$ cat src/rtl/fir_pkg.sv
// Shared constants and helpers for the parametrised signed FIR.
// Benches use DEFAULT_COEFS (the original 9-tap low-pass set, gain 575).
package fir_pkg;

   localparam int LATENCY = 4;

   localparam int DEFAULT_COEFS [9] = '{7, 5, 51, 135, 179, 135, 51, 5, 7};

   function automatic int clog2(input int n);
      int r;
      int v;
      r = 0;
      v = n - 1;
      while (v > 0) begin
         r = r + 1;
         v = v >> 1;
      end
      return r;
   endfunction

   // Exact width of a sum of n_taps full-precision products.
   function automatic int acc_width(input int data_w, input int coef_w, input int n_taps);
      return data_w + coef_w + clog2(n_taps);
   endfunction

endpackage

$ cat src/rtl/fir_round_sat.sv
// Combinational round-half-up, arithmetic right shift and saturation
// of the FIR accumulator down to the output sample width.
module fir_round_sat #(
   parameter int ACC_W  = 30,
   parameter int DATA_W = 16,
   parameter int SHIFT  = 11
) (
   input  logic signed [ACC_W-1:0]  acc,
   output logic signed [DATA_W-1:0] data,
   output logic                     sat
);

   // One guard bit so the rounding add can never wrap.
   localparam logic signed [ACC_W:0] HALF  = {{ACC_W{1'b0}}, 1'b1} << (SHIFT - 1);
   localparam logic signed [ACC_W:0] MAX_V = {{(ACC_W + 2 - DATA_W){1'b0}}, {(DATA_W - 1){1'b1}}};
   localparam logic signed [ACC_W:0] MIN_V = {{(ACC_W + 2 - DATA_W){1'b1}}, {(DATA_W - 1){1'b0}}};

   logic signed [ACC_W:0] acc_ext;
   logic signed [ACC_W:0] rounded;
   logic signed [ACC_W:0] shifted;

   always_comb begin
      acc_ext = {acc[ACC_W-1], acc};
      rounded = acc_ext + HALF;
      shifted = rounded >>> SHIFT;
      data    = shifted[DATA_W-1:0];
      sat     = 1'b0;
      if (shifted > MAX_V) begin
         data = MAX_V[DATA_W-1:0];
         sat  = 1'b1;
      end else if (shifted < MIN_V) begin
         data = MIN_V[DATA_W-1:0];
         sat  = 1'b1;
      end
   end

endmodule

$ cat src/rtl/fir_param.sv
// Signed direct-form FIR with run-time programmable coefficients, valid-strobed
// input, free-running 4-stage pipeline and rounded/saturated output.
module fir_param
   import fir_pkg::*;
#(
   parameter int DATA_W = 16,
   parameter int COEF_W = 10,
   parameter int N_TAPS = 9,
   parameter int SHIFT  = 11
) (
   input  logic                     clk,
   input  logic                     rst,
   input  logic                     flush,
   input  logic                     in_valid,
   input  logic signed [DATA_W-1:0] in_data,
   input  logic                     coef_we,
   input  logic [5:0]               coef_addr,
   input  logic signed [COEF_W-1:0] coef_data,
   output logic                     out_valid,
   output logic signed [DATA_W-1:0] out_data,
   output logic                     out_sat
);

   localparam int PROD_W = DATA_W + COEF_W;
   localparam int ACC_W  = acc_width(DATA_W, COEF_W, N_TAPS);

   logic signed [DATA_W-1:0] tap_reg   [N_TAPS];
   logic signed [DATA_W-1:0] tap_in    [N_TAPS];
   logic signed [COEF_W-1:0] coef_reg  [N_TAPS];
   logic                     coef_hit  [N_TAPS];
   logic signed [PROD_W-1:0] prod_reg  [N_TAPS];
   logic signed [PROD_W-1:0] prod_next [N_TAPS];
   logic signed [ACC_W-1:0]  sum_reg;
   logic signed [ACC_W-1:0]  sum_next;
   logic [2:0]               vld_reg;
   logic signed [DATA_W-1:0] rs_data;
   logic                     rs_sat;

   genvar gi;
   generate
      for (gi = 0; gi < N_TAPS; gi++) begin : g_tap
         if (gi == 0) begin : g_head
            assign tap_in[gi] = in_data;
         end else begin : g_body
            assign tap_in[gi] = tap_reg[gi-1];
         end
         // Addresses at or beyond N_TAPS match no tap and are dropped here.
         assign coef_hit[gi]  = coef_we && (coef_addr == 6'(gi));
         assign prod_next[gi] = PROD_W'(tap_reg[gi]) * PROD_W'(coef_reg[gi]);
      end
   endgenerate

   always_ff @(posedge clk) begin
      if (rst) begin
         for (int i = 0; i < N_TAPS; i++) begin
            coef_reg[i] <= '0;
         end
      end else begin
         for (int i = 0; i < N_TAPS; i++) begin
            if (coef_hit[i]) begin
               coef_reg[i] <= coef_data;
            end
         end
      end
   end

   always_ff @(posedge clk) begin
      if (rst || flush) begin
         for (int i = 0; i < N_TAPS; i++) begin
            tap_reg[i]  <= '0;
            prod_reg[i] <= '0;
         end
      end else begin
         for (int i = 0; i < N_TAPS; i++) begin
            if (in_valid) begin
               tap_reg[i] <= tap_in[i];
            end
            prod_reg[i] <= prod_next[i];
         end
      end
   end

   always_comb begin
      sum_next = '0;
      for (int i = 0; i < N_TAPS; i++) begin
         sum_next = sum_next + ACC_W'(prod_reg[i]);
      end
   end

   fir_round_sat #(
      .ACC_W  (ACC_W),
      .DATA_W (DATA_W),
      .SHIFT  (SHIFT)
   ) u_round_sat (
      .acc  (sum_reg),
      .data (rs_data),
      .sat  (rs_sat)
   );

   // Valid tags ride alongside the data stages and never stall.
   always_ff @(posedge clk) begin
      if (rst) begin
         vld_reg   <= '0;
         sum_reg   <= '0;
         out_valid <= 1'b0;
         out_data  <= '0;
         out_sat   <= 1'b0;
      end else if (flush) begin
         vld_reg   <= '0;
         sum_reg   <= '0;
         out_valid <= 1'b0;
      end else begin
         vld_reg   <= {vld_reg[1:0], in_valid};
         sum_reg   <= sum_next;
         out_valid <= vld_reg[2];
         if (vld_reg[2]) begin
            out_data <= rs_data;
            out_sat  <= rs_sat;
         end
      end
   end

endmodule

$ cat config.mk
export PLATFORM = sky130hd
export DESIGN_NAME = fir_param
export DESIGN_NICKNAME = d
export VERILOG_FILES = /design/src/rtl/fir_pkg.sv /design/src/rtl/fir_round_sat.sv /design/src/rtl/fir_param.sv
export SDC_FILE = /design/constraint.sdc
export NUM_CORES = 2
export LEC_CHECK = 0
export CORE_MARGIN = 8
export CORE_UTILIZATION = 60
export CTS_BUF_LIST = sky130_fd_sc_hd__clkbuf_4
export DETAILED_ROUTE_END_ITERATION = 12
export PLACE_DENSITY = 0.76
export SLEW_MARGIN = 20
export SYNTH_ARGS = -nofsm -noshare
export SYNTH_HDL_FRONTEND = slang
export SYNTH_HIERARCHICAL = 1
export SYNTH_SLANG_ARGS = --single-unit
$ cat constraint.sdc
create_clock -name clk -period 7.2 [get_ports clk]
set_input_delay 1.08 -clock clk [delete_from_list [all_inputs] [get_ports clk]]
set_output_delay 1.08 -clock clk [all_outputs]
set_load 0.005 [all_outputs]
==> results.json <==
{
  "status": "completed",
  "final_nets": 9758,
  "synth.net_count": 9856,
  "clk_pin_slew_ns": 0.06,
  "p_int_mw": 11.6,
  "detailed_place_hpwl_um": 153000,
  "max_freq_mhz": 167,
  "start_util_pct": 60.2,
  "tritoncts": "yes",
  "fin_skew_ns": 0.101,
  "switching_share_pct": 49.2,
  "cts_sinks": 509,
  "cp_num_buf_inv": 4,
  "design_area_um2": 77700,
  "critPathArrivalTime_ns": 6.93,
  "cap_violations": 0,
  "cpLargestDelayFamily": "adder cells",
  "die_x_um": 368,
  "place_congestion": 0.960,
  "wl_per_cell_um": 20.3,
  "rsz0062_at_grt": "no",
  "finalCritPeriodShare_pct": 83.2,
  "power_mw": 22.8,
  "cts_buffer_depth": 3,
  "seq_power_share_pct": 18.3,
  "finalSetupTns_ns": 0,
  "hold_path.class": "reg -> reg",
  "routed_via_density": 5.57,
  "layout_common_cells": "inv_1, fa_1, nand2_1",
  "tightest_slew_ns": 1.20,
  "wl_um": 192000,
  "h-tree-depth": 4,
  "ant_nets": 0,
  "syn_inst": 7803,
  "path_common_cell": "fa_1",
  "post_cts_resized": 0,
  "cts_hold_buf": 0,
  "power_density_nw_per_um2": 294,
  "clkLatencyLatePin_ns": 1.11,
  "io_pins": 55,
  "root_buffer": "clkbuf_4",
  "post-route-drc-count": 0,
  "cp_cell_sequence": "and2_1 > fa_1 > inv_1 > fa_1 > inv_1 > fa_1 > fa_1 > inv_1 > fa_1 > inv_1 > ha_1 > a21o_1 > nor3_1 > o21ai_1 > a41oi_2 > o21a_1 > o31ai_1 > o31ai_2 > nand2_1 > a21oi_1",
  "avgSynthCellArea_um2": 9.50,
  "pwr-share-comb_pct": 69.3,
  "ys.warnings.count": 6,
  "antenna_found_initial": 13,
  "utilization_pct": 63.1,
  "first_pass_iters": 6,
  "fp.dieH_um": 368,
  "clkPwrFrac_pct": 12.4,
  "required_ns": 8.15,
  "crit_path_end_kind": "flip-flop",
  "grt_first_pass_wirelength_um": 309000,
  "area_delta_synth_final_pct": 4.77,
  "netSwitchingPower_mw": 11.2,
  "coreArea_um2": 123000,
  "grt_start_max_net_pins": 219,
  "drt_iter0_drc": 4150,
  "worstSetupPathType": "reg -> reg",
  "netlist_area_um2": 74100,
  "drive_gt1_share_pct": 4.13,
  "crit_path_start_kind": "flip-flop",
  "p_leak_nw": 39.4,
  "final_common_cell": "inv_1",
  "die-area_um2": 135000,
  "vias": 52800,
  "grt_overflow": 0,
  "num-fill-cells": 10100,
  "fin_crit_ns": 5.99,
  "post-cts-setup-buffers": 0,
  "slew_violations": 0,
  "fin_hold_ws_ns": 0.423,
  "largest_reg_flops": 234,
  "grt_pass1_vias": 57000,
  "crit_fanout": 11,
  "io_buffers": 54,
  "slowest_stage": "edfxtp_1",
  "place_area_um2": 75700,
  "rows": 129,
  "slew_headroom_pct": 20.3,
  "critPathMaxStageDelay_ns": 0.62,
  "cts_buffers": 139,
  "hold_violations": 0,
  "irDropWorstVdd_mv": 0.588,
  "setup_violations": 0,
  "track_usage_pct": 29.1
}
==> power groups by stage <==
stage | combinational (mW) | clock [mW] | sequential (mW)
after detailed placement | 15.6 | 0 | 4.22
final | 15.8 | 2.84 | 4.17
after CTS | 15.7 | 2.89 | 4.16
after global routing | 17.8 | 3.03 | 4.20
after global placement | 15.1 | 0 | 4.21
after floorplan | 12.1 | 0 | 3.73
==> stage by stage <==
| stage | worst slack, ns | instances |
|---|---|---|
| floorplan | 1.87 | 7803 |
| global placement | 1.42 | 9201 |
| detailed placement | 1.33 | 9201 |
| CTS | 1.31 | 9454 |
| global route | 0.835 | 9462 |
| finish | 1.21 | 9475 |
==> worst register-to-register path, delay by kind of cell (launching register included) <==
kind	cells	cell delay, ns
buffers and inverters	4	0.20
flip-flops	1	0.62
adder cells (fa/ha/maj)	6	2.82
AO/OA/AOI/OAI	7	1.66
AND/OR/NAND/NOR	3	0.54
==> routing by layer <==
metal / vias up / track usage [%] / share of wire, %
met5: - / 0 / 0
met4: 0 / 13.1 / 4.9
met3: 497 / 5.27 / 7.9
met2: 2359 / 47.5 / 47
met1: 26600 / 37.9 / 40
li1: 23300 / - / -
==> layout make-up <==
class	count	area, um2	area share, %
diodes	21	52.6	0.0677
clock buffers	194	1460	1.88
clock inverters	59	427	0.549
inverters	1873	7030	9.05
multi-input cells	5111	53400	68.8
flip-flops and latches	509	12500	16.1
well taps	1637	2050	2.64
repair buffers	71	698	0.899
==> path summary, 6_finish.rpt <==
| kind | start | end | cells after the start | slack, ns |
|---|---|---|---|---|
| max | tap_reg[0][21]$_SDFFCE_PN0P_ | prod_reg[1][23]$_SDFF_PP0_ | 20 | 1.21 |
| min | vld_reg[0]$_SDFF_PP0_ | vld_reg[1]$_SDFF_PP0_ | 1 | 0.42 |
| max reg2reg | tap_reg[0][21]$_SDFFCE_PN0P_ | prod_reg[1][23]$_SDFF_PP0_ | 20 | 1.21 |
| min reg2reg | vld_reg[0]$_SDFF_PP0_ | vld_reg[1]$_SDFF_PP0_ | 1 | 0.42 |
Power figures use the tool's default switching activity.
